===== config.mk =====
export PLATFORM = sky130hd
export DESIGN_NAME = data_cache
export DESIGN_NICKNAME = d
export VERILOG_FILES = /design/src/rtl/dcache_pkg.sv /design/src/rtl/dcache_array.sv /design/src/rtl/data_cache.sv
export SDC_FILE = /design/constraint.sdc
export NUM_CORES = 1
export LEC_CHECK = 0
export BUFFER_PORTS_ARGS = -buffer_cell sky130_fd_sc_hd__buf_2
export CAP_MARGIN = 20
export CORE_ASPECT_RATIO = 0.5
export CORE_UTILIZATION = 60
export DETAILED_ROUTE_END_ITERATION = 10
export GPL_TIMING_DRIVEN = 0
export PLACE_DENSITY = 0.75
export SYNTH_ARGS = -nofsm -noshare
export SYNTH_HDL_FRONTEND = slang
export SYNTH_HIERARCHICAL = 1
export SYNTH_SLANG_ARGS = --single-unit

===== constraint.sdc =====
create_clock -name CLK -period 8.2 [get_ports CLK]
set_input_delay 0.82 -clock CLK [delete_from_list [all_inputs] [get_ports CLK]]
set_output_delay 0.82 -clock CLK [all_outputs]
set_load 0.005 [all_outputs]

===== src/rtl/dcache_pkg.sv =====
// Shared geometry, state encoding and byte-lane helpers for the direct-mapped data cache.
package dcache_pkg;

  localparam int TAG_W   = 3;
  localparam int IDX_W   = 3;
  localparam int OFF_W   = 2;
  localparam int BLK_W   = 32;
  localparam int SETS    = 8;
  localparam int BYTE_W  = 8;
  localparam int ADDR_W  = TAG_W + IDX_W + OFF_W;
  localparam int MADDR_W = TAG_W + IDX_W;

  typedef enum logic [1:0] {
    IDLE      = 2'd0,
    WRITEBACK = 2'd1,
    FETCH     = 2'd2,
    FILL      = 2'd3
  } state_t;

  // Byte k of a block lives in bits [8k+7:8k].
  function automatic logic [BYTE_W-1:0] get_byte(input logic [BLK_W-1:0] blk,
                                                 input logic [OFF_W-1:0] off);
    logic [BYTE_W-1:0] b;
    case (off)
      2'd0:    b = blk[7:0];
      2'd1:    b = blk[15:8];
      2'd2:    b = blk[23:16];
      default: b = blk[31:24];
    endcase
    return b;
  endfunction

  function automatic logic [BLK_W-1:0] put_byte(input logic [BLK_W-1:0] blk,
                                                input logic [OFF_W-1:0] off,
                                                input logic [BYTE_W-1:0] b);
    logic [BLK_W-1:0] r;
    r = blk;
    case (off)
      2'd0:    r[7:0]   = b;
      2'd1:    r[15:8]  = b;
      2'd2:    r[23:16] = b;
      default: r[31:24] = b;
    endcase
    return r;
  endfunction

endpackage


===== src/rtl/dcache_array.sv =====
// Line storage: valid/dirty/tag/data per set, byte-write and block-fill ports,
// combinational read of the indexed line.
module dcache_array
  import dcache_pkg::*;
(
  input  logic               CLK,
  input  logic               RESET,
  input  logic [IDX_W-1:0]   idx,
  input  logic               byte_we,
  input  logic [OFF_W-1:0]   byte_off,
  input  logic [BYTE_W-1:0]  byte_data,
  input  logic               fill_we,
  input  logic [TAG_W-1:0]   fill_tag,
  input  logic [BLK_W-1:0]   fill_data,
  output logic               line_valid,
  output logic               line_dirty,
  output logic [TAG_W-1:0]   line_tag,
  output logic [BLK_W-1:0]   line_data
);

  logic [SETS-1:0]  valid_q;
  logic [SETS-1:0]  dirty_q;
  logic [TAG_W-1:0] tag_q  [SETS];
  logic [BLK_W-1:0] data_q [SETS];

  // Only the status bits are reset; tag and data are meaningless while invalid.
  always_ff @(posedge CLK) begin
    if (RESET) begin
      valid_q <= '0;
      dirty_q <= '0;
    end else if (fill_we) begin
      valid_q[idx] <= 1'b1;
      dirty_q[idx] <= 1'b0;
    end else if (byte_we) begin
      dirty_q[idx] <= 1'b1;
    end
  end

  always_ff @(posedge CLK) begin
    if (fill_we) begin
      tag_q[idx]  <= fill_tag;
      data_q[idx] <= fill_data;
    end else if (byte_we) begin
      data_q[idx] <= put_byte(data_q[idx], byte_off, byte_data);
    end
  end

  assign line_valid = valid_q[idx];
  assign line_dirty = dirty_q[idx];
  assign line_tag   = tag_q[idx];
  assign line_data  = data_q[idx];

endmodule


===== src/rtl/data_cache.sv =====
// Direct-mapped write-back/write-allocate data cache: 8 sets x 4-byte blocks,
// zero-stall hits, BUSYWAIT stall on miss while the line is written back and refilled.
module data_cache
  import dcache_pkg::*;
(
  input  logic               CLK,
  input  logic               RESET,
  input  logic               READ,
  input  logic               WRITE,
  input  logic [ADDR_W-1:0]  ADDRESS,
  input  logic [BYTE_W-1:0]  WRITEDATA,
  output logic [BYTE_W-1:0]  READDATA,
  output logic               BUSYWAIT,
  output logic               MEM_READ,
  output logic               MEM_WRITE,
  output logic [MADDR_W-1:0] MEM_ADDRESS,
  output logic [BLK_W-1:0]   MEM_WRITEDATA,
  input  logic [BLK_W-1:0]   MEM_READDATA,
  input  logic               MEM_BUSYWAIT
);

  // Handshake: the CPU holds READ/WRITE (and ADDRESS/WRITEDATA) stable while
  // BUSYWAIT=1; the access completes at the first posedge where BUSYWAIT=0.
  // Memory side: MEM_READ/MEM_WRITE stay high until MEM_BUSYWAIT has been seen
  // high and then low; the block is exchanged at that falling-edge posedge.

  state_t state, state_next;
  logic   seen_busy;
  logic   mem_done;

  logic [MADDR_W-1:0] miss_blk;
  logic [BLK_W-1:0]   fetched_blk;

  logic [IDX_W-1:0]   idx;
  logic               byte_we;
  logic               fill_we;
  logic               line_valid;
  logic               line_dirty;
  logic [TAG_W-1:0]   line_tag;
  logic [BLK_W-1:0]   line_data;

  logic req_wr, req_rd, hit;

  // While a miss is in flight the line is addressed from the latched miss
  // address so a dropped or changed CPU request cannot corrupt the refill.
  assign idx    = (state == IDLE) ? ADDRESS[4:2] : miss_blk[IDX_W-1:0];
  assign req_wr = WRITE;
  assign req_rd = READ & ~WRITE;
  assign hit    = line_valid && (line_tag == ADDRESS[7:5]);

  assign mem_done = seen_busy && !MEM_BUSYWAIT;

  dcache_array u_array (
    .CLK        (CLK),
    .RESET      (RESET),
    .idx        (idx),
    .byte_we    (byte_we),
    .byte_off   (ADDRESS[1:0]),
    .byte_data  (WRITEDATA),
    .fill_we    (fill_we),
    .fill_tag   (miss_blk[MADDR_W-1:IDX_W]),
    .fill_data  (fetched_blk),
    .line_valid (line_valid),
    .line_dirty (line_dirty),
    .line_tag   (line_tag),
    .line_data  (line_data)
  );

  always_ff @(posedge CLK) begin
    if (RESET) begin
      state     <= IDLE;
      seen_busy <= 1'b0;
    end else begin
      state <= state_next;
      if (state == WRITEBACK || state == FETCH) begin
        seen_busy <= mem_done ? 1'b0 : (seen_busy | MEM_BUSYWAIT);
      end else begin
        seen_busy <= 1'b0;
      end
    end
  end

  always_ff @(posedge CLK) begin
    if (state == IDLE) begin
      miss_blk <= ADDRESS[7:2];
    end
    if (state == FETCH && mem_done) begin
      fetched_blk <= MEM_READDATA;
    end
  end

  always_comb begin
    state_next    = state;
    BUSYWAIT      = 1'b0;
    MEM_READ      = 1'b0;
    MEM_WRITE     = 1'b0;
    MEM_ADDRESS   = '0;
    MEM_WRITEDATA = '0;
    READDATA      = '0;
    byte_we       = 1'b0;
    fill_we       = 1'b0;
    case (state)
      IDLE: begin
        if (req_rd || req_wr) begin
          if (hit) begin
            if (req_wr) begin
              byte_we = 1'b1;
            end else begin
              READDATA = get_byte(line_data, ADDRESS[1:0]);
            end
          end else begin
            BUSYWAIT   = 1'b1;
            state_next = (line_valid && line_dirty) ? WRITEBACK : FETCH;
          end
        end
      end
      WRITEBACK: begin
        BUSYWAIT      = 1'b1;
        MEM_WRITE     = 1'b1;
        MEM_ADDRESS   = {line_tag, miss_blk[IDX_W-1:0]};
        MEM_WRITEDATA = line_data;
        if (mem_done) begin
          state_next = FETCH;
        end
      end
      FETCH: begin
        BUSYWAIT    = 1'b1;
        MEM_READ    = 1'b1;
        MEM_ADDRESS = miss_blk;
        if (mem_done) begin
          state_next = FILL;
        end
      end
      FILL: begin
        BUSYWAIT   = 1'b1;
        fill_we    = 1'b1;
        state_next = IDLE;
      end
      default: begin
        state_next = IDLE;
      end
    endcase
  end

endmodule


**Word-level counts from Yosys, hierarchy flattened**

Memory sizes are Yosys's and may differ from the RTL's.
Cells that the tools add are included.

- Flip-flop bits (word level): 57
- Memory bits (writable): 280
- Word-level logic and storage cells: 94
- Memories: 2

- $lt $le $gt $ge: 2
- Equal/unequal tests: 10
- Muxes and demuxes: 50
- Bitwise operators: 9
- Reductions and logical operators: 15

Memory list:

| name | depth | width | rd ports | clocked after memory_dff | wr ports | line | RTL |
|---|---|---|---|---|---|---|---|
| u_array.data_q | 8 | 32 | 1 | 0 | 1 | dcache_array.sv:24 | `logic [BLK_W-1:0] data_q [SETS];` |
| u_array.tag_q | 8 | 3 | 1 | 0 | 1 | dcache_array.sv:23 | `logic [TAG_W-1:0] tag_q [SETS];` |

Operators with widths:

| cell | number |
|---|---|
| $mux 8 | 18 |
| $mux 32 | 2 |
| $pmux 8 s3 | 1 |
| $mux 1 | 17 |
| $or 8x8->8 | 2 |
| $pmux 6 s2 | 1 |
| $mux 2 | 5 |
| $reduce_or 3->1 | 3 |
| $and 8x8->8 | 1 |
| $not 8->8 | 1 |
| $pmux 2 s4 | 1 |
| $bmux 1 s3 | 2 |
| $eq 2x2->1 const B | 3 |
| $ne 2x2->1 const B | 3 |
| $logic_and 1x1->1 | 5 |
| $eq 2x1->1 const B | 2 |
| $logic_not 2->1 | 2 |
| $lt 3x4->1 const B | 1 |
| $reduce_and 4->1 | 1 |
| $demux 1 s3 | 1 |
| $eq 3x3->1 | 1 |
| $ge 3x1->1 const B | 1 |
| $mux 3 | 1 |
| $logic_or 1x1->1 | 2 |
| 7 further kinds | 9 |

**Longest topological paths before layout**

- Depth after elaboration: 12
- Mapped depth: 21
- Depth with buffers taken out: 14

**Modules after synthesis**

The synthesis kept the hierarchy.

Modules (own cells, without submodules):

| module | times used | cells an instance | area an instance (sq um) |
|---|---|---|---|
| dcache_array | 1 | 771 | 12,243.0 |
| data_cache | 1 | 140 | 2,016.9 |

**Worst setup path after synthesis**

Ideal clock, no wire load.

- Path kind: register to register
- Start: register state[0]
- End: memory u_array.data_q[0][0] (enable)
- Setup time: 0.502 ns
- Arrival: 6.161 ns
- Required time: 7.698 ns
- Slack: 1.537 ns
- Stages on the path, launching flop included: 17
- Buffers on the path: 5
- Period minus slack after synthesis: 6.663 ns
- Cells stage by stage: dfxtp_1 > inv_1 > ha_1 > mux2_2 > buf_6 > buf_6 > buf_8 > buf_6 > and2b_1 > a31oi_1 > o221ai_1 > xnor2_1 > and4_2 > and2_1 > clkbuf_2 > nor2_1 > nor4_1

- Cells in the longest elaborated chain, start to end: 12
- Elaborated cells between the ends (all ways): 18
- Those cells by class: 2 x eq/ne; 12 x mux; 1 x bitwise; 2 x reduce/logical; 1 x memory

RTL lines:

| what | line | RTL |
|---|---|---|
| start: declaration | data_cache.sv:27 | `state_t state, state_next;` |
| start signal: assignment | data_cache.sv:74 | `state <= state_next;` |
| $logic_not 2->1 | data_cache.sv:46 | `assign idx = (state == IDLE) ? ADDRESS[4:2] : miss_blk[IDX_W-1:0];` |
| $mux 3 | data_cache.sv:46 |  |
| named net idx[0] | data_cache.sv:34 | `logic [IDX_W-1:0] idx;` |
| $mem_v2 8x3 | -- |  |
| named net line_tag[0] | data_cache.sv:39 | `logic [TAG_W-1:0] line_tag;` |
| $eq 3x3->1 | data_cache.sv:49 | `assign hit = line_valid && (line_tag == ADDRESS[7:5]);` |
| $logic_and 1x1->1 | data_cache.sv:49 |  |
| $mux 1 | data_cache.sv:105 | `if (hit) begin` |
| $mux 1 | data_cache.sv:104 | `if (req_rd \|\| req_wr) begin` |
| $mux 1 | data_cache.sv:102 | `case (state)` |
| named net byte_we | data_cache.sv:35 | `logic byte_we;` |
| $mux 1 | dcache_array.sv:43 | `end else if (byte_we) begin` |
| $mux 1 | dcache_array.sv:40 | `if (fill_we) begin` |
| $mux 1 (not written as such) | dcache_array.sv:44 | `data_q[idx] <= put_byte(data_q[idx], byte_off, byte_data);` |
| $or 1x1->1 (no line) | -- |  |
| end: declaration | dcache_array.sv:24 |  |

The timed path passes the listed nets, and every way through them passes these cells. The select of a mux whose other input is x is not followed.

**Worst setup path in the final report**

- Start: register state[1]
- End: memory u_array.data_q[1][17], data pin

- Cells in the longest elaborated chain, start to end: 12
- Elaborated cells between the ends (all ways): 20
- Those cells by class: 2 x eq/ne; 14 x mux; 2 x reduce/logical; 2 x memory

RTL lines:

| what | line |
|---|---|
| $logic_not 2->1 | data_cache.sv:46 |
| $mux 3 | data_cache.sv:46 |
| named net idx[2] | data_cache.sv:34 |
| $mem_v2 8x3 | -- |
| named net line_tag[0] | data_cache.sv:39 |
| $eq 3x3->1 | data_cache.sv:49 |
| $logic_and 1x1->1 | data_cache.sv:49 |
| $mux 1 | data_cache.sv:105 |
| $mux 1 | data_cache.sv:104 |
| $mux 1 | data_cache.sv:102 |
| named net byte_we | data_cache.sv:35 |
| $mux 1 | dcache_array.sv:43 |
| $mux 1 | dcache_array.sv:40 |
| $mux 1 (not written as such) | dcache_array.sv:44 |
| $mux 32 (no line) | -- |

The timed path passes the listed nets, and every way through them passes these cells. The select of a mux whose other input is x is not followed.

==> reports/metrics.yaml <==
cts:
  cts_buffers: 29
  clkTransAtPathRegs_ns: 0.07
  cts_root_buffer: "clkbuf_16"
  clock_sinks: 337
  cts_setup_buffers: 0
  hold_buffers: 0
  clk_latency_ns: 0.56
  htreeDepth: 1
  ctsResizeCount: 0
  cts_tree: "built"
  clk_path_buf_depth: 3
floorplan:
  die_x_microns: 220
  dieArea_sq_um: 24400
  rows: 39
  ios: 102
  die_y_microns: 111
  start_util_pct: 61.8
  core_area_sq_um: 23100
worst_setup_path:
  slowest_stage: "o21ai_0"
  endpoint: "u_array/data_q[1][17]"
  cp_common_cell: "clkbuf_1"
  worstPathRequired_ns: 8.46
  rr_endpoint: "u_array/data_q[1][17]"
  critPathMaxFanout: 12
  crit_path_max_incr_delay_ns: 0.71
  r2r_cells: 15
  criticalPathCategory: "reg2reg"
  cp-startpoint: "state[1]"
  worstReg2RegStart: "state[1]"
  arrival_ns: 6.28
  start_kind: "register"
  end_kind: "register"
  crit_chain: "inv_1 > ha_1 > mux2_2 > buf_6 > nand2_2 > clkbuf_1 > o221ai_1 > xnor2_1 > and4_2 > and2_1 > clkbuf_2 > nor2b_1 > clkbuf_1 > nand2_1 > o21ai_0"
  rrSetupSlack_ns: 2.18
pwr:
  swShare_pct: 32.0
  p_switching_mw: 1.46
  intPower_mw: 3.11
  vdd_ir_drop_max_uv: 217
  pwr-share-seq_pct: 42.3
  power_density_nw_per_um2: 280
  share_comb_of_total_power_pct: 30.9
  pwr-share-clk_pct: 26.8
  power.static_leakage_nw: 5.97
sta:
  slew_headroom_pct: 32.5
  slew_violations: 0
  finalSetupViolCount: 0
  worst_slack_ns: 2.18
  finalHoldViolCount: 0
  hold_slack_ns: 0.424
  rsz0062_at_grt: "no"
  worst_pin_slew_ns: 1.01
  tns_ns: 0
  fmax_ghz: 0.166
  skew_ns: 0.0176
  fin_crit_sh_pct: 73.4
  min_period_ns: 6.02
place:
  port_buffers: 101
  dp_hpwl_mm: 24.6
  pre_cts_slack_ns: 2.40
  place.gp.congestion: 0.890
yosys:
  synth_edf_count: 318
  synth_top_family_by_area: "multiplexers"
  synthAdderAreaFrac_pct: 0.439
  synth_nets: 969
  syn_area_sq_um: 14300
  synth_mux_area_share_pct: 10.8
  async_flop_share_pct: 0
  postSynthCellCount: 911
  synth-simple-area-share_pct: 7.28
  synthFlopType: "edfxtp_1"
  ys.warnings.count: 6
  synth_compound_area_share_pct: 8.32
  ys_types: 59
  yosysSeqAreaShare_pct: 69.6
  synth_area_per_cell_sq_um: 15.7
  synthXorXnorAreaFrac_pct: 0.184
  ys_ff_latch: 337
detailed_routing:
  totalWireLength_mm: 35.7
  drc_errors: 2
  ant_nets: 0
  drt_pass1_iterations: 10
  vias: 8950
  detail_route.wl_per_cell_microns: 25.6
  drt-initial-drc-count: 1202
  vias_per_cell: 6.42
grt:
  antenna_found_initial: 0
  grt_first_pass_wirelength_mm: 52.2
  grt_pass1_vias: 8532
  grt_max_degree: 33
  grt_use_total_pct: 29.7
  overflow: 0
layout:
  drive_gt1_share_pct: 22.9
  post-route-util_pct: 70.6
  nFillCells: 1510
  register_area_sq_um: 9930
  insertedDiodeCount: 0
  area_growth_syn_to_layout_pct: 14.3
  multi_input_area_sq_um: 3900
  layout.nets: 1125
outcome:
  outcome: "finished, violations left"
  failed_checks: "design-rule violations"
min_path:
  hold_path_class: "in2reg"
flow_run:
  drv_cap: 0
-- worst min path at each step --
stage / startpoint / to / slack (ns) / cells past startpoint
2_1_floorplan: u_array/valid_q[7] / u_array/valid_q[7] / 0.43 / 2
3_3_place_gp: u_array/valid_q[7] / u_array/valid_q[7] / 0.45 / 2
3_5_place_dp: u_array/valid_q[7] / u_array/valid_q[7] / 0.46 / 2
4_1_cts: MEM_READDATA[25] / fetched_blk[25] / 0.41 / 1
5_1_grt: MEM_READDATA[25] / fetched_blk[25] / 0.41 / 1
6_report: MEM_READDATA[25] / fetched_blk[25] / 0.42 / 1
-- placed cells by master (no fill, tap or decap), types with 20 or more instances in the layout --
cell,synthesis,routed
buf_2,10,111
edfxtp_1,318,318
nand2_1,20,20
clkbuf_16,0,29
nor2b_1,29,29
and2_1,39,38
a22oi_1,24,24
mux2i_1,121,121
nor2_1,54,52
buf_6,21,34
o22ai_1,42,42
-- flip-flops by register name (all words and copies together), names as in the netlist, named ones only --
signal and flops:
u_array/data_q 256, fetched_blk 32, u_array/tag_q 24, u_array/valid_q 8, miss_blk 6, state 2
seen_busy 1
-- final cells by class --
cell class | count | area share (%)
Sequential cell | 337 | 60.9
Multi-Input combinational cell | 502 | 23.9
Timing Repair Buffer | 125 | 4.89
Clock buffer | 34 | 4.57
Buffer | 52 | 2.48
Tap cell | 307 | 2.36
Inverter | 20 | 0.460
Clock inverter | 16 | 0.445
-- synthesized netlist by cell type (14+ instances only) --
cell type    n  area share, %
edfxtp_1   318             67
mux2i_1    121            8.5
nor2_1      54            1.4
o22ai_1     42            1.8
and2_1      39            1.7
nor2b_1     29            1.3
a22oi_1     24            1.3
buf_6       21            1.7
nand2_1     20           0.53
dfxtp_1     19            2.7
inv_1       19           0.50
o21ai_1     14           0.49
-- logic make-up after synthesis --
logic type,Yosys count
simple gates,189
compound gates,167
buf+inv,72
mux,138
xor+xnor,3
fa+ha+maj,5
flops,337
-- power groups by stage --
stage	registers [mW]	clock network [mW]	logic (mW)
5_1_grt	1.93	1.30	1.47
6_report	1.93	1.23	1.41
3_5_place_dp	1.97	0	1.37
2_1_floorplan	1.96	0	0.947
4_1_cts	1.93	1.24	1.38
3_3_place_gp	1.97	0	1.34
-- metal layers --
layer | up-vias | wire, microns | global-route usage [%]
li1 | 3854 | - | -
met1 | 4448 | 14400 | 43.5
met2 | 575 | 16500 | 45.7
met3 | 73 | 3960 | 6.23
met4 | 0 | 766 | 7.86
met5 | - | 0 | 0
-- metrics by stage --
step | instance area, sq um | std cells | total power, mW
after floorplan | 14300 | 911 | 2.91
after global placement | 15100 | 1319 | 3.31
after detailed placement | 15500 | 1343 | 3.34
after CTS | 16300 | 1393 | 4.55
after global routing | 16300 | 1393 | 4.71
final | 16300 | 1393 | 4.57
-- critical path, delay by kind of cell, from the launching register on --
kind | cells | cell delay [ns]
AO/OA/AOI/OAI | 2 | 1.09
XOR/XNOR | 1 | 0.32
adder cells (fa/ha/maj) | 1 | 0.51
buffers and inverters | 5 | 1.61
flip-flops | 1 | 0.35
multiplexers | 1 | 0.44
AND/OR/NAND/NOR | 5 | 1.39
Note: power is estimated with default switching activity, not from simulation.
